==> src/rtl/alu_pkg.sv <==
// Shared definitions for the ALU operation sequencer and its combinational ALU.
//   DATA_W   : operand/result width (only 6 is supported)
//   FXN_*    : 3-bit ALU function codes
//   state_e  : sequencer state encoding
package alu_pkg;

   localparam int unsigned DATA_W = 6;

   localparam logic [2:0] FXN_PASS_A = 3'b000;
   localparam logic [2:0] FXN_PASS_B = 3'b001;
   localparam logic [2:0] FXN_NEG_A  = 3'b010;
   localparam logic [2:0] FXN_NEG_B  = 3'b011;
   localparam logic [2:0] FXN_SLT    = 3'b100;
   localparam logic [2:0] FXN_XNOR   = 3'b101;
   localparam logic [2:0] FXN_ADD    = 3'b110;
   localparam logic [2:0] FXN_SUB    = 3'b111;

   localparam logic [2:0] ST_LOAD_A = 3'd0;
   localparam logic [2:0] ST_LOAD_B = 3'd1;
   localparam logic [2:0] ST_LOAD_F = 3'd2;
   localparam logic [2:0] ST_EXEC   = 3'd3;
   localparam logic [2:0] ST_DONE   = 3'd4;

   typedef enum logic [2:0] {
      StLoadA = ST_LOAD_A,
      StLoadB = ST_LOAD_B,
      StLoadF = ST_LOAD_F,
      StExec  = ST_EXEC,
      StDone  = ST_DONE
   } state_e;

endpackage

==> src/rtl/alu_op_sequencer_alu.sv <==
// Alu_top: purely combinational 6-bit ALU.
//   a, b : operands (two's complement)
//   fxn  : function code (see alu_pkg FXN_*)
//   x    : result
module Alu_top
   import alu_pkg::*;
(
   input  logic [DATA_W-1:0] a,
   input  logic [DATA_W-1:0] b,
   input  logic [2:0]        fxn,
   output logic [DATA_W-1:0] x
);

   always_comb begin
      x = '0;
      unique case (fxn)
         FXN_PASS_A: x = a;
         FXN_PASS_B: x = b;
         FXN_NEG_A:  x = -a;
         FXN_NEG_B:  x = -b;
         FXN_SLT:    x = ($signed(a) < $signed(b)) ? DATA_W'(1) : '0;
         FXN_XNOR:   x = ~(a ^ b);
         FXN_ADD:    x = a + b;
         FXN_SUB:    x = a - b;
      endcase
   end

endmodule

==> src/rtl/alu_op_sequencer.sv <==
// alu_op_sequencer: collects A, B and a function code over a valid/ready input
// stream, runs them through Alu_top for one cycle, and presents the registered
// result with zero/negative/overflow flags on a valid/ready output stream.
//   clk, rst_n          : clock, asynchronous active-low reset
//   clr                 : synchronous abort back to operand-A entry
//   in_valid/in_ready   : input handshake; in_data carries A, B, then fxn in [2:0]
//   out_valid/out_ready : output handshake for result and flags
//   result, flag_*      : registered ALU output and status
//   op_count            : number of results handed off (wrapping)
module alu_op_sequencer
   import alu_pkg::*;
#(
   parameter int unsigned DATA_W = alu_pkg::DATA_W,
   parameter int unsigned CNT_W  = 8
) (
   input  logic              clk,
   input  logic              rst_n,
   input  logic              clr,
   input  logic              in_valid,
   output logic              in_ready,
   input  logic [DATA_W-1:0] in_data,
   output logic              out_valid,
   input  logic              out_ready,
   output logic [DATA_W-1:0] result,
   output logic              flag_zero,
   output logic              flag_neg,
   output logic              flag_ovf,
   output logic [CNT_W-1:0]  op_count
);

   state_e state_q, state_d;

   logic [DATA_W-1:0] a_q, b_q, result_q;
   logic [2:0]        fxn_q;
   logic              zero_q, neg_q, ovf_q;
   logic [CNT_W-1:0]  count_q;

   logic [DATA_W-1:0] alu_x;
   logic              ovf_d;
   logic              in_hs, out_hs;

   localparam logic [DATA_W-1:0] MinNeg = {1'b1, {(DATA_W-1){1'b0}}};

   Alu_top u_alu (
      .a   (a_q),
      .b   (b_q),
      .fxn (fxn_q),
      .x   (alu_x)
   );

   assign in_ready  = (state_q == StLoadA) || (state_q == StLoadB) || (state_q == StLoadF);
   assign out_valid = (state_q == StDone);
   assign in_hs     = in_valid & in_ready;
   assign out_hs    = out_valid & out_ready;

   always_comb begin
      state_d = state_q;
      if (clr) begin
         state_d = StLoadA;
      end else begin
         unique case (state_q)
            StLoadA: if (in_hs)  state_d = StLoadB;
            StLoadB: if (in_hs)  state_d = StLoadF;
            StLoadF: if (in_hs)  state_d = StExec;
            StExec:              state_d = StDone;
            StDone:  if (out_hs) state_d = StLoadA;
            default:             state_d = StLoadA;
         endcase
      end
   end

   // Signed overflow from the registered operands and the live ALU output.
   always_comb begin
      ovf_d = 1'b0;
      unique case (fxn_q)
         FXN_NEG_A: ovf_d = (a_q == MinNeg);
         FXN_NEG_B: ovf_d = (b_q == MinNeg);
         FXN_ADD:   ovf_d = (a_q[DATA_W-1] == b_q[DATA_W-1]) &&
                            (alu_x[DATA_W-1] != a_q[DATA_W-1]);
         FXN_SUB:   ovf_d = (a_q[DATA_W-1] != b_q[DATA_W-1]) &&
                            (alu_x[DATA_W-1] != a_q[DATA_W-1]);
         default:   ovf_d = 1'b0;
      endcase
   end

   always_ff @(posedge clk or negedge rst_n) begin
      if (!rst_n) begin
         state_q  <= StLoadA;
         a_q      <= '0;
         b_q      <= '0;
         fxn_q    <= '0;
         result_q <= '0;
         zero_q   <= 1'b0;
         neg_q    <= 1'b0;
         ovf_q    <= 1'b0;
         count_q  <= '0;
      end else begin
         state_q <= state_d;
         // clr freezes every data register; only the state returns to LOAD_A.
         if (!clr) begin
            if (state_q == StLoadA && in_hs) a_q   <= in_data;
            if (state_q == StLoadB && in_hs) b_q   <= in_data;
            if (state_q == StLoadF && in_hs) fxn_q <= in_data[2:0];
            if (state_q == StExec) begin
               result_q <= alu_x;
               zero_q   <= (alu_x == '0);
               neg_q    <= alu_x[DATA_W-1];
               ovf_q    <= ovf_d;
            end
            if (out_hs) count_q <= count_q + CNT_W'(1);
         end
      end
   end

   assign result    = result_q;
   assign flag_zero = zero_q;
   assign flag_neg  = neg_q;
   assign flag_ovf  = ovf_q;
   assign op_count  = count_q;

endmodule

==> config.mk <==
export PLATFORM = sky130hd
export DESIGN_NAME = alu_op_sequencer
export DESIGN_NICKNAME = d
export VERILOG_FILES = /design/src/rtl/alu_pkg.sv /design/src/rtl/alu_op_sequencer_alu.sv /design/src/rtl/alu_op_sequencer.sv
export SDC_FILE = /design/constraint.sdc
export NUM_CORES = 1
export LEC_CHECK = 0
export BUFFER_PORTS_ARGS = -buffer_cell sky130_fd_sc_hd__buf_2
export CAP_MARGIN = 5
export CORE_MARGIN = 1
export CORE_UTILIZATION = 41
export CTS_BUF_LIST = sky130_fd_sc_hd__clkbuf_2 sky130_fd_sc_hd__clkbuf_4 sky130_fd_sc_hd__clkbuf_8
export CTS_CLUSTER_SIZE = 28
export DETAILED_ROUTE_END_ITERATION = 16
export GPL_ROUTABILITY_DRIVEN = 0
export PLACE_DENSITY = 0.62
export SLEW_MARGIN = 30
export SYNTH_ARGS = -nofsm -noshare
export SYNTH_HDL_FRONTEND = slang
export SYNTH_SLANG_ARGS = --single-unit
export TNS_END_PERCENT = 1
==> constraint.sdc <==
create_clock -name clk -period 5.6 [get_ports clk]
set_clock_uncertainty 0.05 [all_clocks]
set_input_delay 0.28 -clock clk [delete_from_list [all_inputs] [get_ports clk]]
set_output_delay 0.28 -clock clk [all_outputs]
set_load 0.01 [all_outputs]
# Yosys cells after proc, flatten, opt, wreduce, memory -nomap -nowiden
# Cells that the tools add are included.
word_totals:
  wordCells: 65
  ff_bits: 35
  inputBits: 11
  output_inout_bits: 19
classes:
  bitwise_logic: 5
  addsub: 5
  order_cmp: 1
  reduce_logical: 16
  mux: 9
  eq_ne: 20
op_table:
  columns: ["operator", "count"]
  rows:
  - ["case mux 6 bit (8 select lines)", 1]
  - ["equality test 3 bit (second input constant)", 5]
  - ["two-way mux 3 bit", 5]
  - ["case mux 3 bit (5 select lines)", 1]
  - ["equality test 3 x 2 -> 1 bit (second input constant)", 4]
  - ["equality test 6 bit (second input constant)", 2]
  - ["negation 6 bit", 2]
  - ["AND reduction 2 bit", 5]
  - ["inequality test 3 bit (second input constant)", 3]
  - ["adder 8 x 1 -> 8 bit (second input constant)", 1]
  - ["adder 6 bit", 1]
  - ["equality test 3 x 1 -> 1 bit (second input constant)", 2]
  - ["zero test 3 bit", 2]
  - ["zero test 6 bit", 1]
  - ["< comparator 6 bit", 1]
  - ["NOT 6 bit", 1]
  - ["subtractor 6 bit", 1]
  - ["bitwise XOR 6 bit", 1]
  - ["logical AND 1 bit", 5]
  - ["case mux 1 bit (4 select lines)", 1]
  - ["AND reduction 4 bit", 1]
  - ["inequality test 3 x 2 -> 1 bit (second input constant)", 1]
  - ["bitwise AND 1 bit", 2]
  - ["logical OR 1 bit", 2]
  - ["4 further kinds", 5]

# Logic depth before layout (Yosys ltp)
# Gate-level depths: netlist of the first run.
logic_depth:
  depth_word: 7
  mapped_depth: 10
  depth_no_buf: 10

# By module
# A second synthesis of the first run with hierarchy kept.
unflattened:
  cells_unflattened: 257
  area_unflattened_um2: 2487.4
by_module_without_submodules:
  columns: ["module", "seq_area_each_um2", "cells_per_inst", "instances", "area_each_um2"]
  rows:
  - ["alu_op_sequencer", 850.8, 128, 1, 1522.7]
  - ["Alu_top", 0.0, 129, 1, 964.7]

# Worst setup path before layout of the first run
# Ideal clock, no wire load.
synth_timing:
  path_kind: "register to register"
  from: "register a_q[0]"
  to: "register zero_q (netlist: flag_zero)"
  path_stages_with_launch: 10
  arrival_ns: 2.115
  required_ns: 5.447
  n_path_buf: 0
  path_slack_ns: 3.331
  setup_ns: 0.103
  synth_period_minus_slack_ns: 2.269
  path_cell_list: "dfrtp_1 > inv_1 > ha_1 > inv_1 > fa_1 > a31o_2 > mux2_2 > nand3_1 > o221ai_1 > o41ai_2"
synth_via:
  elab_chain_cells: 4
  elab_cells_between_ends: 9
  classes_between: "add/sub: 3; order compare: 1; mux: 2; bitwise: 2; reduce/logical: 1"
synth_lines:
  columns: ["item", "line_no", "text"]
  rows:
  - ["from (decl)", "alu_op_sequencer.sv:33", "logic [DATA_W-1:0] a_q, b_q, result_q;"]
  - ["from (signal assigned)", "alu_op_sequencer.sv:101", "if (state_q == StLoadA && in_hs) a_q <= in_data;"]
  - ["< comparator 6 bit or bitwise XOR 6 bit (tied branches)", "alu_op_sequencer_alu.sv:21, alu_op_sequencer_alu.sv:22", null]
  - ["two-way mux 1 bit or NOT 6 bit (tied branches)", "alu_op_sequencer_alu.sv:21, alu_op_sequencer_alu.sv:22", null]
  - ["case mux 6 bit (8 select lines) (*)", "alu_op_sequencer_alu.sv:16", "unique case (fxn)"]
  - ["zero test 6 bit (*)", "alu_op_sequencer.sv:106", "zero_q <= (alu_x == '0);"]
  - ["to (signal assigned)", "alu_op_sequencer.sv:106", null]
  - ["to (decl)", "alu_op_sequencer.sv:35", "logic zero_q, neg_q, ovf_q;"]
# Mark *: on every way between the ends. The rest lies on a longest branch, timed or not.
# A chain may end at the register's enable or synchronous reset.

# Worst setup path in the final report of the first run
layout_timing:
  from: "register b_q[0]"
  to: "register zero_q (netlist: flag_zero)"
layout_via:
  elab_chain_cells: 4
  elab_cells_between_ends: 9
  classes_between: "add/sub: 3; order compare: 1; mux: 2; bitwise: 2; reduce/logical: 1"
layout_lines:
  columns: ["item", "line_no", "text"]
  rows:
  - ["from (decl)", "alu_op_sequencer.sv:33", null]
  - ["from (signal assigned)", "alu_op_sequencer.sv:102", "if (state_q == StLoadB && in_hs) b_q <= in_data;"]
  - ["< comparator 6 bit or bitwise XOR 6 bit (tied branches)", "alu_op_sequencer_alu.sv:21, alu_op_sequencer_alu.sv:22", null]
  - ["two-way mux 1 bit or NOT 6 bit (tied branches)", "alu_op_sequencer_alu.sv:21, alu_op_sequencer_alu.sv:22", null]
  - ["case mux 6 bit (8 select lines) (*)", "alu_op_sequencer_alu.sv:16", null]
  - ["zero test 6 bit (*)", "alu_op_sequencer.sv:106", null]
# Marks and branches as above.

==> impl_metrics.env, run 1 <==
export IMPL_status="complete, no violations"
export IMPL_rr_endpoint="flag_zero$_DFFE_PN0P_"
export IMPL_fill_cells=530
export IMPL_clk_root_buffer_cell="clkbuf_8"
export IMPL_worst_pin_slew_ps=912
export IMPL_peakVddDrop_uv=160
export IMPL_drcViolationCount=0
export IMPL_slew_headroom_pct=39.2
export IMPL_rsz0062_at_grt="no"
export IMPL_tritoncts="yes"
export IMPL_synthTopCellsByArea="dfrtp_1, mux2_2, ha_1"
export IMPL_cts_sinks=34
export IMPL_ys_seq_area_share_pct=34.4
export IMPL_ant_nets=0
export IMPL_synth_avg_cell_area_um2=9.54
export IMPL_cts_setup_buffers=0
export IMPL_path_clk_slew_ps=80
export IMPL_synth_top_cells_by_count="dfrtp_1, mux2_2, nand2_1, nor2_1, a21oi_1"
export IMPL_clockBufferDepth=2
export IMPL_power_switching_mw=0.454
export IMPL_r2r_start="b_q[0]$_DFFE_PN0P_"
export IMPL_arrival_ps=2830
export IMPL_p_clk_share_pct=23.7
export IMPL_placed_cells=347
export IMPL_grt_pass1_wl_mm=9.40
export IMPL_cellPowerDensity_nw_per_um2=414
export IMPL_syn_instance_count=259
export IMPL_numCtsBuffers=5
export IMPL_post_route_min_period_ps=2690
export IMPL_fin_setup_tns_ps=0
export IMPL_n_antenna_cell=0
export IMPL_grt_max_degree=35
export IMPL_cts_resized=0
export IMPL_critical_path_class="reg -> reg"
export IMPL_setup_viol=0
export IMPL_clk_latency_ps=290
export IMPL_fin_area_um2=2780
export IMPL_drive_gt1_share_pct=23.0
export IMPL_start_util_pct=43.8
export IMPL_required_ps=5730
export IMPL_critPathLaunchType="register"
export IMPL_vias_per_cell=5.57
export IMPL_r2r_slack_ps=2910
export IMPL_path_max_fanout=8
export IMPL_pwr_share_comb_pct=41.6
export IMPL_hpwl_mm=4.15
export IMPL_hp_class="in -> async"
export IMPL_first_global_vias=1887
export IMPL_ys_seq_elements=34
export IMPL_gr_total_overflow=0
export IMPL_nets=309
export IMPL_wire_per_inst_um=15.7
export IMPL_syn_nets=286
export IMPL_drv_slew=0
export IMPL_vias=1979
export IMPL_h_tree_depth=2
export IMPL_fin_ws_ps=2910
export IMPL_synth_top_flop_cell="dfrtp_1"
export IMPL_min_period_over_period_pct=48.1
export IMPL_finalHoldViolations=0
export IMPL_post_dp_cell_area_um2=2640
export IMPL_drt_pass1_iter_count=4
export IMPL_ios=30
export IMPL_antenna_found_initial=0
export IMPL_yosysMostFrequentCell="dfrtp_1"
export IMPL_wl_met2_mm=2.54
export IMPL_wl_met3_um=200
export IMPL_postCtsHoldBufs=0
export IMPL_intPower_mw=0.696
export IMPL_cp_end_kind="register"
export IMPL_yosysTopAreaCell="dfrtp_1"
export IMPL_netlist_area_um2=2470
export IMPL_synth_top_area_share_pct=34.4
export IMPL_seqPwrFrac_pct=34.7
export IMPL_die_area_um2=6340
export IMPL_track_usage_pct=19.3
export IMPL_async_reset_ff_share_pct=100
export IMPL_io_buffers=29
export IMPL_syn_to_final_growth_pct=12.4
export IMPL_drt_iter0_drc=144
export IMPL_dp_slack_ps=2870
export IMPL_die_w_um=79.6
export IMPL_p_leak_nw=1.27
export IMPL_wl_met1_mm=2.74
export IMPL_fmax_mhz=371
export IMPL_synth_distinct_cells=55
export IMPL_r2r_cells=9
export IMPL_routed_top_layer="met4"
export IMPL_ys_warn_count=0
export IMPL_die_y_um=79.6
export IMPL_std_cell_rows=27
export IMPL_final_cells=355
export IMPL_switching_share_pct=39.5
export IMPL_core_area_um2=5640
export IMPL_holdWs_ps=2.55
export IMPL_synth_edf_count=0
export IMPL_maxCapViolCount=0
export IMPL_wirelength_mm=5.58
## per-stage QoR
stage | power, mW | utilization, %
after floorplan | 0.752 | -
after global placement | 0.874 | 46.8
after detailed placement | 0.877 | 46.8
after CTS | 1.15 | 49.2
after global routing | 1.23 | 49.2
final | 1.15 | 49.2
## layout make-up
type                    instances  area [um^2]  share of cell area, %
clock buffers                   5         68.8                   2.48
clock inverters                 3         68.8                   2.48
inverters                      14         52.6                   1.89
multi-input cells             198         1500                   54.0
flip-flops and latches         34          851                   30.6
well taps                      72         90.1                   3.24
repair buffers                 29          145                   5.23
## worst max-delay path: stages (launching register included)
cell and delay, ps:
dfrtp_1 540, ha_1 290, inv_1 70, fa_1 380
and2_1 180, nor3_1 170, nor3_1 100, o32ai_1 380
o2111ai_1 200, o41ai_2 220
## per-layer routing
metal | global-route usage [%] | vias up
li1 | - | 980
met2 | 29.7 | 39
met5 | 0 | -
met1 | 27.0 | 950
met4 | 5.82 | 0
met3 | 3.89 | 10
## kinds of logic after synthesis
| logic type | Yosys count | synth area share [%] |
|---|---|---|
| compound gates | 56 | 16.5 |
| xor+xnor | 13 | 4.61 |
| simple gates | 86 | 19.0 |
| mux | 27 | 12.0 |
| flops | 34 | 34.4 |
| buf+inv | 27 | 4.81 |
| fa+ha+maj | 16 | 8.71 |
## state kept, by name, summed over array words and instances, names as in the netlist
| name | count |
|---|---|
| result | 6 |
| flag_ovf | 1 |
| fxn_q | 3 |
| op_count | 8 |
| b_q | 6 |
| a_q | 6 |
| state_q | 3 |
| flag_zero | 1 |
## how the worst max path moves through the flow
| stage | cells after the start | slack (ps) | startpoint | to |
|---|---|---|---|---|
| floorplan | 9 | 3330 | a_q[0]$_DFFE_PN0P_ | flag_zero$_DFFE_PN0P_ |
| global placement | 9 | 2880 | b_q[0]$_DFFE_PN0P_ | flag_zero$_DFFE_PN0P_ |
| detailed placement | 9 | 2870 | b_q[0]$_DFFE_PN0P_ | flag_zero$_DFFE_PN0P_ |
| CTS | 9 | 2880 | b_q[0]$_DFFE_PN0P_ | flag_zero$_DFFE_PN0P_ |
| global route | 9 | 2660 | b_q[0]$_DFFE_PN0P_ | flag_zero$_DFFE_PN0P_ |
| finish | 9 | 2910 | b_q[0]$_DFFE_PN0P_ | flag_zero$_DFFE_PN0P_ |
## power by group through the flow
stage               logic, mW  registers (mW)  clock network [mW]
finish                  0.478           0.399               0.273
global placement        0.475           0.399                   0
CTS                     0.478           0.397               0.278
detailed placement      0.475           0.402                   0
floorplan               0.401           0.352                   0
global route            0.535           0.411               0.288
## cell usage in the layout (no fill, tap or decap), types with 6 or more instances in the layout
cell,n
inv_1,14
nor3_1,8
nor3b_1,6
mux2i_1,7
a21oi_1,15
xnor2_1,8
buf_2,29
nor2b_1,6
mux2_2,20
ha_1,14
nand2_1,19
dfrtp_1,34
nor2_1,17
No activity file was read; power rests on OpenSTA's default activity.
==> run 2, diff against run 1 <==
clock period = 2.5 ns   (was 5.6 ns; I/O delays follow)
==> run 2 against run 1 <==
Register-to-register slack worse by 2800 ps. Combinational power grew to 2.8 times the previous value. Cell count is 4.8% higher. First-iteration DRC count is 3.5% higher. Highest routed layer unchanged. Sequential cell count stayed put. Critical endpoint unchanged. Critical path depth stayed put.
==> impl_metrics.env, run 2 (synthesis results as in run 1) <==
export IMPL_whs_endpoint="a_q[5]$_DFFE_PN0P_"
export IMPL_critical_path_max_stage_delay_ps=380
export IMPL_post_dp_cell_area_um2=2760
export IMPL_antenna_found_initial=0
export IMPL_min_from="in_data[5]"
export IMPL_cts_sinks=34
export IMPL_worstSetupStartpoint="a_q[0]$_DFFE_PN0P_"
export IMPL_std_cell_rows=27
export IMPL_nets=326
export IMPL_largest_reg_flops=8
export IMPL_tritoncts="yes"
export IMPL_drt_iter0_drc=149
export IMPL_p_clk_share_pct=19.6
export IMPL_seqPwrFrac_pct=29.4
export IMPL_slew_headroom_pct=48.5
export IMPL_fmax_mhz=421
export IMPL_die_area_um2=6340
export IMPL_syn_to_final_growth_pct=17.6
export IMPL_required_ps=2640
export IMPL_clk_root_buffer_cell="clkbuf_8"
export IMPL_fin_area_um2=2910
export IMPL_io_buffers=29
export IMPL_worst_pin_slew_ps=772
export IMPL_worst_path_buf_inv=2
export IMPL_hpwl_mm=4.53
export IMPL_start_util_pct=43.8
export IMPL_drv_slew=0
export IMPL_r2r_cells=9
export IMPL_fin_ws_ps=122
export IMPL_crit_top_cell="inv_1"
export IMPL_r2r_start="a_q[0]$_DFFE_PN0P_"
export IMPL_die_y_um=79.6
export IMPL_pwr_share_comb_pct=51.0
export IMPL_layout_commonest_cell="dfrtp_1"
export IMPL_dp_slack_ps=100
export IMPL_intPower_mw=1.59
export IMPL_drt_pass1_iter_count=4
export IMPL_ant_nets=0
export IMPL_grt_pass1_wl_mm=10.2
export IMPL_wire_per_inst_um=16.3
export IMPL_hp_class="in -> reg"
export IMPL_cellPowerDensity_nw_per_um2=915
export IMPL_n_antenna_cell=0
export IMPL_critPathLaunchType="register"
export IMPL_most_common_layout_cells="dfrtp_1, buf_2, mux2_2"
export IMPL_path_max_fanout=3
export IMPL_peakVddDrop_uv=366
export IMPL_setup_viol=0
export IMPL_worstHoldPathCells=2
export IMPL_holdWs_ps=31.7
export IMPL_finalHoldViolations=0
export IMPL_critical_path_class="reg -> reg"
export IMPL_track_usage_pct=21.4
export IMPL_placed_cells=363
export IMPL_core_area_um2=5640
export IMPL_crit_cells=9
export IMPL_switching_share_pct=40.2
export IMPL_cp_top_family="compound AO/OA/AOI/OAI gates"
export IMPL_vias=2092
export IMPL_vias_per_cell=5.62
export IMPL_r2r_slack_ps=120
export IMPL_h_tree_depth=2
export IMPL_min_period_over_period_pct=95.1
export IMPL_rsz0062_at_grt="yes"
export IMPL_utilization_pct=51.5
export IMPL_post_route_min_period_ps=2380
export IMPL_gr_total_overflow=0
export IMPL_status="complete, no violations"
export IMPL_report_power_total_mw=2.66
export IMPL_arrival_ps=2520
export IMPL_first_global_vias=2067
export IMPL_drive_gt1_share_pct=28.7
export IMPL_maxCapViolCount=0
export IMPL_clockBufferDepth=2
export IMPL_numCtsBuffers=5
export IMPL_rr_endpoint="flag_zero$_DFFE_PN0P_"
export IMPL_critPathSlowestCell="dfrtp_1"
export IMPL_power_switching_mw=1.07
export IMPL_path_clk_slew_ps=70
export IMPL_grt_max_degree=35
export IMPL_p_leak_nw=1.34
export IMPL_drcViolationCount=0
export IMPL_final_cells=372
export IMPL_die_w_um=79.6
export IMPL_ios=30
export IMPL_fin_setup_tns_ps=0
export IMPL_crit_chain="inv_1 -> ha_1 -> inv_1 -> fa_1 -> a31o_2 -> mux2_2 -> nand3_1 -> o221ai_1 -> o41ai_2"
export IMPL_fill_cells=532
export IMPL_wirelength_mm=6.07
export IMPL_cp_end_kind="register"
export IMPL_clk_latency_ps=290
-- run 2: cell count changes in the layout (fill, tap and decap cells not counted), sizes merged --
cell	delta
bufinv	-1
buf	+16
clkbuf	+2
dlygate4sd3	+1
clkinv	-1
-- run 2: final cells by class --
cell class / count / area (um^2) / area share, %
timing repair buffer: 46 / 275 / 9.47
inverter: 14 / 52.6 / 1.81
clock buffer: 7 / 83.8 / 2.89
sequential: 34 / 851 / 29.3
tap: 72 / 90.1 / 3.10
clock inverter: 1 / 30.0 / 1.03
multi-input combinational: 198 / 1520 / 52.4
-- run 2: timing repair --
action,4_1_cts,5_1_grt
hold endpoints to repair,34,0
resized for setup,0,5
endpoints found under the setup margin,0,3
buffers inserted,0,0
hold buffers,1,0
-- run 2: worst max-delay path by stage --
stage / endpoint / slack [ps]
6_report: flag_zero$_DFFE_PN0P_ / 120
3_5_place_dp: flag_zero$_DFFE_PN0P_ / 100
5_1_grt: flag_zero$_DFFE_PN0P_ / -20
2_1_floorplan: flag_zero$_DFFE_PN0P_ / 230
3_3_place_gp: flag_ovf$_DFFE_PN0P_ / 160
4_1_cts: flag_zero$_DFFE_PN0P_ / 90
-- run 2: power by group through the flow --
stage / Combinational, mW / Clock (mW) / Sequential [mW]
global placement: 1.30 / 0 / 0.787
finish: 1.36 / 0.521 / 0.781
floorplan: 0.897 / 0 / 0.788
global route: 1.50 / 0.559 / 0.801
CTS: 1.31 / 0.534 / 0.782
detailed placement: 1.30 / 0 / 0.790
-- run 2: layer usage --
metal	vias to the layer above	track usage, %	part of all wire, %
met5	-	0	0
li1	1015	-	-
met4	0	5.45	1.1
met3	11	5.37	5.7
met2	54	32.6	46
met1	1012	29.9	47
==> run 3, diff against run 2 <==
clock period = 2.25 ns   (was 2.5 ns; I/O delays follow)
==> run 3 against run 2 <==
The run now ends with negative setup slack left. Via count grew 1.5%. First-iteration DRC count grew 12%. Wire length shrank 1.6%. Global-route usage shrank 0.71 points. Clock power grew 11%. Critical path depth grew 1. Design area grew 5.7%. Sequential share of layout area shrank 1.5 points. Critical endpoint unchanged. Largest cell class unchanged.
==> impl_metrics.env, run 3 (synthesis results as in run 1) <==
export IMPL_cts_sinks=34
export IMPL_min_from="in_data[5]"
export IMPL_critPathLaunchType="register"
export IMPL_violations="negative setup slack"
export IMPL_post_route_min_period_ps=2290
export IMPL_grt_max_degree=35
export IMPL_use_met1_pct=28.9
export IMPL_start_util_pct=43.8
export IMPL_hp_class="in -> reg"
export IMPL_peakVddDrop_uv=393
export IMPL_n_antenna_cell=0
export IMPL_final_cells=389
export IMPL_gr_total_overflow=0
export IMPL_syn_to_final_growth_pct=24.3
export IMPL_use_met3_pct=4.23
export IMPL_rr_endpoint="flag_zero$_DFFE_PN0P_"
export IMPL_grt_busiest_layer="met2"
export IMPL_std_cell_rows=27
export IMPL_r2r_cells=10
export IMPL_track_usage_pct=20.7
export IMPL_dp_slack_ps=-144
export IMPL_r2r_start="a_q[0]$_DFFE_PN0P_"
export IMPL_drt_pass1_iter_count=4
export IMPL_fmax_mhz=437
export IMPL_vias=2123
export IMPL_ant_nets=0
export IMPL_vias_per_cell=5.46
export IMPL_ios=30
export IMPL_whs_endpoint="b_q[5]$_DFFE_PN0P_"
export IMPL_layout_commonest_cell="dfrtp_1"
export IMPL_worst_pin_slew_ps=769
export IMPL_critical_path_class="reg -> reg"
export IMPL_finalHoldViolations=0
export IMPL_most_common_layout_cells="dfrtp_1, buf_4, buf_2"
export IMPL_worst_path_buf_inv=2
export IMPL_path_clk_slew_ps=70
export IMPL_core_area_um2=5640
export IMPL_placed_cells=377
export IMPL_antenna_found_initial=0
export IMPL_hpwl_mm=4.53
export IMPL_nets=343
export IMPL_largest_reg_flops=8
export IMPL_die_w_um=79.6
export IMPL_clk_latency_ps=290
export IMPL_maxCapViolCount=0
export IMPL_path_max_fanout=2
export IMPL_min_period_over_period_pct=102
export IMPL_p_leak_nw=1.43
export IMPL_crit_chain="inv_2 -> ha_2 -> inv_1 -> fa_2 -> and2_1 -> nor3_2 -> nor3_1 -> o32ai_2 -> o2111ai_1 -> o41ai_2"
export IMPL_grt_pass1_wl_mm=9.94
export IMPL_h_tree_depth=2
export IMPL_status="complete, but fails checks"
export IMPL_critical_path_max_stage_delay_ps=390
export IMPL_die_area_um2=6340
export IMPL_drt_iter0_drc=167
export IMPL_use_met2_pct=31.5
export IMPL_cellPowerDensity_nw_per_um2=1020
export IMPL_drive_gt1_share_pct=35.0
export IMPL_rsz0062_at_grt="yes"
export IMPL_arrival_ps=2430
export IMPL_cp_end_kind="register"
export IMPL_fin_area_um2=3070
export IMPL_worstHoldPathCells=2
export IMPL_utilization_pct=54.4
export IMPL_fin_ws_ps=-38.6
export IMPL_first_global_vias=2022
export IMPL_drv_slew=0
export IMPL_tritoncts="yes"
export IMPL_holdWs_ps=13.0
export IMPL_numCtsBuffers=5
export IMPL_setup_viol=2
export IMPL_slew_headroom_pct=48.8
export IMPL_fin_setup_tns_ps=-45.4
export IMPL_clockBufferDepth=2
export IMPL_wirelength_mm=5.97
export IMPL_die_y_um=79.6
export IMPL_io_buffers=29
export IMPL_required_ps=2390
export IMPL_post_dp_cell_area_um2=2870
export IMPL_r2r_slack_ps=-40
export IMPL_cp_top_family="compound AO/OA/AOI/OAI gates"
export IMPL_report_power_total_mw=3.12
export IMPL_clk_root_buffer_cell="clkbuf_8"
export IMPL_critPathSlowestCell="dfrtp_1"
export IMPL_wire_per_inst_um=15.4
export IMPL_drcViolationCount=0
## run 3: worst max path at each step
stage                             from               endpoint  slack [ps]  cells past startpoint
finish              a_q[0]$_DFFE_PN0P_  flag_zero$_DFFE_PN0P_         -40                     10
global route        a_q[0]$_DFFE_PN0P_  flag_zero$_DFFE_PN0P_        -130                      9
CTS                 a_q[0]$_DFFE_PN0P_  flag_zero$_DFFE_PN0P_          -3                      9
detailed placement  a_q[0]$_DFFE_PN0P_  flag_zero$_DFFE_PN0P_        -140                     10
global placement    a_q[0]$_DFFE_PN0P_  flag_zero$_DFFE_PN0P_         -70                     10
floorplan           a_q[0]$_DFFE_PN0P_  flag_zero$_DFFE_PN0P_           3                      9
## run 3: routing by layer
layer | share of wire (%) | up-vias
met5 | 0 | -
met4 | 1.2 | 0
met3 | 4.3 | 8
met2 | 46 | 46
met1 | 48 | 1020
li1 | - | 1049
## run 3: layout make-up
type,count,area (um^2)
multi-input cells,198,1560
inverters,14,52.6
flip-flops and latches,34,852
well taps,72,90.1
clock inverters,1,30.0
fillers,517,2570
repair buffers,63,405
clock buffers,7,83.8
## run 3: repair_timing
action | in CTS | in global routing
buffers inserted | 0 | 2
endpoints found under the hold margin | 35 | 0
hold buffers | 2 | 0
pin swaps | 1 | 2
setup endpoints to repair | 5 | 5
resized for setup | 5 | 8
## run 3: power by group
part | internal (mW) | switching, mW | leakage (nW)
logic | 0.815 | 0.886 | 0.928
registers | 0.730 | 0.111 | 0.438
clock network | 0.355 | 0.223 | 0.0593
